$ cat src/rtl/rsa_bus_master.sv
// Byte-serial register-bus initiator for the exp2_rsa core: writes N/D/C, pulses start,
// waits for a ready rising edge, reads the 32-byte result. Define RSA_MASTER_TIMEOUT_EN for the WAIT_RDY watchdog.
module rsa_bus_master #(
  parameter int RD_LAT      = 1,
  parameter int TIMEOUT_CYC = 1 << 20
) (
  input  logic         clk,
  input  logic         reset,
  input  logic         cmd_valid,
  output logic         cmd_ready,
  input  logic         cmd_load_key,
  input  logic [255:0] cmd_n,
  input  logic [255:0] cmd_d,
  input  logic [255:0] cmd_c,
  output logic         res_valid,
  input  logic         res_ready,
  output logic [255:0] res_data,
  output logic         res_err,
  output logic         bus_we,
  output logic         bus_oe,
  output logic         bus_start,
  output logic [1:0]   bus_reg_sel,
  output logic [4:0]   bus_addr,
  output logic [7:0]   bus_wdata,
  input  logic [7:0]   bus_rdata,
  input  logic         bus_ready
);

  localparam int            CW       = $clog2(32 + RD_LAT + 1);
  localparam logic [CW-1:0] RD_FIRST = CW'(RD_LAT);
  localparam logic [CW-1:0] RD_LAST  = CW'(31 + RD_LAT);

  typedef enum logic [2:0] {
    S_IDLE, S_WR_N, S_WR_D, S_WR_C, S_START, S_WAIT_RDY, S_RD, S_DONE
  } state_t;

  state_t        state;
  logic [255:0]  op_n, op_d, op_c, cur_op;
  logic [CW-1:0] rd_cnt;
  logic [4:0]    rd_byte, next_addr;
  logic          rdy_prev, rdy_rise;

`ifdef RSA_MASTER_TIMEOUT_EN
  localparam int            TW       = $clog2(TIMEOUT_CYC + 1);
  localparam logic [TW-1:0] TMO_LAST = TW'(TIMEOUT_CYC - 1);
  logic [TW-1:0] tmo_cnt;
  logic          err_q;
  assign res_err = err_q;
`else
  logic unused_timeout;
  assign unused_timeout = |TIMEOUT_CYC;
  assign res_err = 1'b0;
`endif

  assign cmd_ready = (state == S_IDLE);
  assign next_addr = bus_addr + 5'd1;
  assign rd_byte   = 5'(rd_cnt - RD_FIRST);
  // rdy_prev tracks bus_ready every cycle, so a level already high during START never counts as an edge
  assign rdy_rise  = bus_ready & ~rdy_prev;

  always_comb begin
    case (bus_reg_sel)
      2'd3:    cur_op = op_n;
      2'd2:    cur_op = op_d;
      default: cur_op = op_c;
    endcase
  end

  always_ff @(posedge clk) begin
    if (reset) begin
      state       <= S_IDLE;
      op_n        <= '0;
      op_d        <= '0;
      op_c        <= '0;
      rd_cnt      <= '0;
      rdy_prev    <= 1'b0;
      res_valid   <= 1'b0;
      res_data    <= '0;
      bus_we      <= 1'b0;
      bus_oe      <= 1'b0;
      bus_start   <= 1'b0;
      bus_reg_sel <= '0;
      bus_addr    <= '0;
      bus_wdata   <= '0;
`ifdef RSA_MASTER_TIMEOUT_EN
      tmo_cnt     <= '0;
      err_q       <= 1'b0;
`endif
    end else begin
      rdy_prev <= bus_ready;
      case (state)
        S_IDLE: if (cmd_valid) begin
          op_n     <= cmd_n;
          op_d     <= cmd_d;
          op_c     <= cmd_c;
          bus_we   <= 1'b1;
          bus_addr <= '0;
`ifdef RSA_MASTER_TIMEOUT_EN
          err_q    <= 1'b0;
`endif
          if (cmd_load_key) begin
            state       <= S_WR_N;
            bus_reg_sel <= 2'd3;
            bus_wdata   <= cmd_n[7:0];
          end else begin
            state       <= S_WR_C;
            bus_reg_sel <= 2'd1;
            bus_wdata   <= cmd_c[7:0];
          end
        end
        S_WR_N, S_WR_D, S_WR_C: begin
          if (bus_addr != 5'd31) begin
            bus_addr  <= next_addr;
            bus_wdata <= cur_op[{next_addr, 3'b000} +: 8];
          end else begin
            bus_addr <= '0;
            if (state == S_WR_N) begin
              state       <= S_WR_D;
              bus_reg_sel <= 2'd2;
              bus_wdata   <= op_d[7:0];
            end else if (state == S_WR_D) begin
              state       <= S_WR_C;
              bus_reg_sel <= 2'd1;
              bus_wdata   <= op_c[7:0];
            end else begin
              state       <= S_START;
              bus_we      <= 1'b0;
              bus_start   <= 1'b1;
              bus_reg_sel <= '0;
              bus_wdata   <= '0;
            end
          end
        end
        S_START: begin
          state     <= S_WAIT_RDY;
          bus_start <= 1'b0;
`ifdef RSA_MASTER_TIMEOUT_EN
          tmo_cnt   <= '0;
`endif
        end
        S_WAIT_RDY: begin
          if (rdy_rise) begin
            state    <= S_RD;
            bus_oe   <= 1'b1;
            bus_addr <= '0;
            rd_cnt   <= '0;
          end
`ifdef RSA_MASTER_TIMEOUT_EN
          else if (tmo_cnt == TMO_LAST) begin
            state     <= S_DONE;
            res_valid <= 1'b1;
            res_data  <= '0;
            err_q     <= 1'b1;
          end else begin
            tmo_cnt <= tmo_cnt + TW'(1);
          end
`endif
        end
        S_RD: begin
          if (rd_cnt >= RD_FIRST) res_data[{rd_byte, 3'b000} +: 8] <= bus_rdata;
          if (rd_cnt == RD_LAST) begin
            state     <= S_DONE;
            res_valid <= 1'b1;
            bus_oe    <= 1'b0;
            bus_addr  <= '0;
          end else begin
            rd_cnt <= rd_cnt + CW'(1);
            if (bus_addr != 5'd31) bus_addr <= next_addr;
          end
        end
        S_DONE: if (res_ready) begin
          state     <= S_IDLE;
          res_valid <= 1'b0;
        end
        default: state <= S_IDLE;
      endcase
    end
  end

endmodule

$ cat config.mk
export PLATFORM = sky130hd
export DESIGN_NAME = rsa_bus_master
export DESIGN_NICKNAME = d
export VERILOG_FILES = /design/src/rtl/rsa_bus_master.sv
export SDC_FILE = /design/constraint.sdc
export NUM_CORES = 2
export LEC_CHECK = 0
export BUFFER_PORTS_ARGS = -buffer_cell sky130_fd_sc_hd__clkbuf_2
export CAP_MARGIN = 20
export CORE_AREA = 2 2 410 412
export CTS_BUF_LIST = sky130_fd_sc_hd__clkbuf_4 sky130_fd_sc_hd__clkbuf_8
export DETAILED_ROUTE_END_ITERATION = 16
export DIE_AREA = 0 0 412 414
export SYNTH_ARGS = -nofsm -noshare
export SYNTH_HDL_FRONTEND = slang
export SYNTH_SLANG_ARGS = --single-unit
$ cat constraint.sdc
create_clock -name clk -period 5.4 [get_ports clk]
set_input_delay 0.27 -clock clk [delete_from_list [all_inputs] [get_ports clk]]
set_output_delay 0.27 -clock clk [all_outputs]
set_load 0.005 [all_outputs]
==> run summary <==
Clock Tree Root - clkbuf_8
Hold Crit Endpoint - op_d[206]$_SDFFE_PP0P_
Iteration-0 DRC count of the detailed router - 4888
Mapped Cells - 5559
Die area - 171000 um^2
Antenna violations before repair - 93
Num CTS Buffers - 183
Pre-CTS setup slack - 1.37 ns
Sum Neg Setup Slack - 0 ns
Worst Hold Class - in2reg
Final min period - 4.50 ns
Layout cell share with drive strength beyond 1 - 21.9%
Post-route cell area - 65600 um^2
RSZ-0062 raised after global routing - false
Wire length per cell - 24.1 um
Total core area - 166000 um^2
Area growth, synth to finish - 43.7%
Initial Util - 27.5%
I/O Buffers - 1057
Die Wd - 412 um
Final Max Tran Viols - 0
Post-Syn Area - 45700 um^2
# rows - 150
Dpl cell area - 52600 um^2
Max Cap Violations - 0
DRC - 0
Top FF cell, synth - dfxtp_1
# fillers - 16478
Die Y - 414 um
Post-synth EDFFs - 0
Vias in the first global route - 48531
Critical path arrival - 5.36 ns
Setup violations, final - 0
Drt pass-1 iters - 7
Post-route setup slack - 0.896 ns
Nets - 8081
Clock sink count - 1053
Critical path endpoint category - register
Slew headroom - 8.87%
Worst-margin pin slew - 1.37 ns
Fin. Hold Viols - 0
Flop2flop setup slack - 0.90 ns
Min Hold Slack - 0.0953 ns
Reg-to-Reg End - res_data[32]$_SDFFE_PP0P_
Post-synthesis async set-or-reset flop share - 0%
Synth unique cells - 81
DR vias/cell - 5.10
Status - finished clean
Crit Path Class - reg2reg
Wirelength, routed - 233000 um
Syn Nets - 6353
Worst EP required - 6.26 ns
Clk slew on worst S/H paths - 0.07 ns
Gr usage total - 26.2%
Post-Syn Area per Cell - 8.22 um^2
Min-delay src - cmd_d[206]
Routed via count - 49417
CTS H-tree lvls - 4
Overflow after GRT - 0
Clk buf depth - 3
Largest net degree at the start of global routing - 235
Post-CTS sizing - 0
Pwr dens - 395 nW/um^2
First-pass GRT wire length - 331000 um
Worst reg2reg path depth - 9
Routability cong. - 0.959
Hold Crit Depth - 4
Register area share after synthesis - 46.2%
Ys Warns - 0
DRT antenna net count - 0
Final period util - 83.4%
# IOs - 1059
CTS tree - built
Startpoint Class - register
Largest vdd supply drop - 0.000267 V
Leak pwr - 25.9 nW
Max Freq - 0.222 GHz
Clock skew - 0.101 ns
CP max FO - 28
Clk Latency, worst-skew pair - 0.98 ns
Post-DP HPWL - 167000 um
Yosys reg bits - 1053
RR Startpoint - rd_cnt[0]$_SDFFE_PP0P_
==> cell families (layout without fill, tap and decap cells) <==
| group | Yosys count | after routing | share of synthesized area, % |
|---|---|---|---|
| simple gates | 2300 | 2300 | 21.3 |
| compound gates | 1209 | 1209 | 14.7 |
| flops | 1053 | 1053 | 46.2 |
| mux | 507 | 507 | 13.2 |
| buf+inv | 463 | 2327 | 4.03 |
| xor+xnor | 14 | 14 | 0.318 |
| fa+ha+maj | 12 | 12 | 0.329 |
| other cells | 1 | 61 | 0.00821 |
==> state kept, by name, summed over array words and instances (netlist names), 2 cells and up <==
| name | cells |
|---|---|
| bus_addr | 5 |
| bus_reg_sel | 2 |
| bus_wdata | 8 |
| op_c | 256 |
| op_d | 256 |
| op_n | 256 |
| rd_cnt | 6 |
| res_data | 256 |
| state | 3 |
==> final cells by class <==
type,instances,area (um^2),share of cell area [%]
multi-input combinational,4043,22800,34.7
sequential,1053,21100,32.1
timing repair buffer,1992,14700,22.4
clock buffer,287,3560,5.43
tap,2204,2760,4.20
clock inverter,34,479,0.730
antenna,60,150,0.229
inverter,14,52.6,0.0801
==> layer usage <==
metal | global-route usage (%) | part of all wire (%)
met5 | 0.254 | 0.13
met4 | 16.8 | 7.1
met3 | 7.49 | 8.5
met2 | 42.3 | 46
met1 | 30.4 | 38
==> power by group <==
part / switching, mW / internal (mW) / leakage, nW
combinational: 5.20 / 2.82 / 15.2
sequential: 0.861 / 8.93 / 8.57
clock: 3.61 / 4.47 / 2.13
==> worst max-delay path, cell delays in order, from the launching register on <==
cell	delay (ns)
dfxtp_1	0.63
inv_1	0.22
ha_1	0.46
xor3_1	0.84
nor2_1	0.38
nand2_1	0.22
a2111oi_2	0.86
nand2_1	0.11
a21oi_1	0.14
dlygate4sd3_1	0.56
==> how the worst max path moves through the flow <==
stage / startpoint / end / slack, ns / cells after the start
finish: rd_cnt[0]$_SDFFE_PP0P_ / res_data[32]$_SDFFE_PP0P_ / 0.90 / 9
global route: rd_cnt[0]$_SDFFE_PP0P_ / res_data[32]$_SDFFE_PP0P_ / 0.58 / 9
CTS: rd_cnt[0]$_SDFFE_PP0P_ / res_data[32]$_SDFFE_PP0P_ / 0.94 / 9
detailed placement: rd_cnt[0]$_SDFFE_PP0P_ / res_data[56]$_SDFFE_PP0P_ / 1.37 / 7
global placement: rd_cnt[0]$_SDFFE_PP0P_ / res_data[63]$_SDFFE_PP0P_ / 1.47 / 7
floorplan: rd_cnt[0]$_SDFFE_PP0P_ / res_data[90]$_SDFFE_PP0P_ / 2.31 / 12
==> what timing repair did <==
item	in CTS	in global routing
endpoints found under the setup margin	0	0
hold buffers	875	0
setup buffers	0	0
hold endpoints to repair	924	0
==> Yosys cell counts, drive strengths merged, types with 3 or more instances <==
cell,n,area share [%]
a22oi,6,0.099
buf,79,0.87
nand4b,7,0.13
o31ai,7,0.12
nand2,1673,14
a211o,6,0.12
mux4,69,3.4
o21ai,86,0.94
ha,12,0.33
a21oi,900,9.9
and3,3,0.041
or2,8,0.11
nor4,22,0.33
nand2b,175,2.4
xor2,6,0.13
o221ai,7,0.13
nand3,37,0.41
nand4,8,0.11
dfxtp,1053,46
nand3b,3,0.049
and2,13,0.18
a311oi,7,0.13
mux2,74,1.8
xnor2,7,0.13
mux2i,364,8.0
or4,3,0.049
nor3,61,0.87
o41ai,9,0.21
or3,19,0.26
nor2,215,1.8
nor4b,4,0.077
o211ai,8,0.13
o32ai,5,0.096
a211oi,98,1.6
o2111ai,3,0.058
a21o,3,0.049
inv,12,0.099
o22ai,37,0.51
a2111oi,8,0.22
nor2b,40,0.55
clkbuf,370,3.0
o21a,4,0.082
==> cell usage in the layout (no fill, tap or decap), types with 8 or more instances in the layout <==
cell type / instances
mux2i_1: 364
a211oi_1: 96
nor2_1: 214
clkbuf_2: 1056
nand3_1: 37
o211ai_1: 8
dfxtp_1: 1050
ha_1: 11
o41ai_1: 8
o21ai_0: 86
o22ai_1: 37
diode_2: 60
or3_1: 19
nand2b_1: 175
clkbuf_4: 63
inv_1: 11
and2_1: 11
nand2_1: 1671
nor2b_1: 40
a21oi_1: 899
buf_4: 42
mux4_2: 69
nor4_1: 18
dlygate4sd3_1: 875
mux2_2: 74
nor3_1: 51
clkinv_2: 13
clkbuf_8: 225
nand4_1: 8
buf_12: 17
==> through the flow <==
stage	instances	util [%]	power (mW)
global placement	8428	31.7	17.1
global route	9662	39.4	27.0
CTS	9625	39.4	25.7
detailed placement	8429	31.7	17.1
floorplan	5559	-	14.2
finish	9687	39.5	25.9
Power figures use the tool's default switching activity.
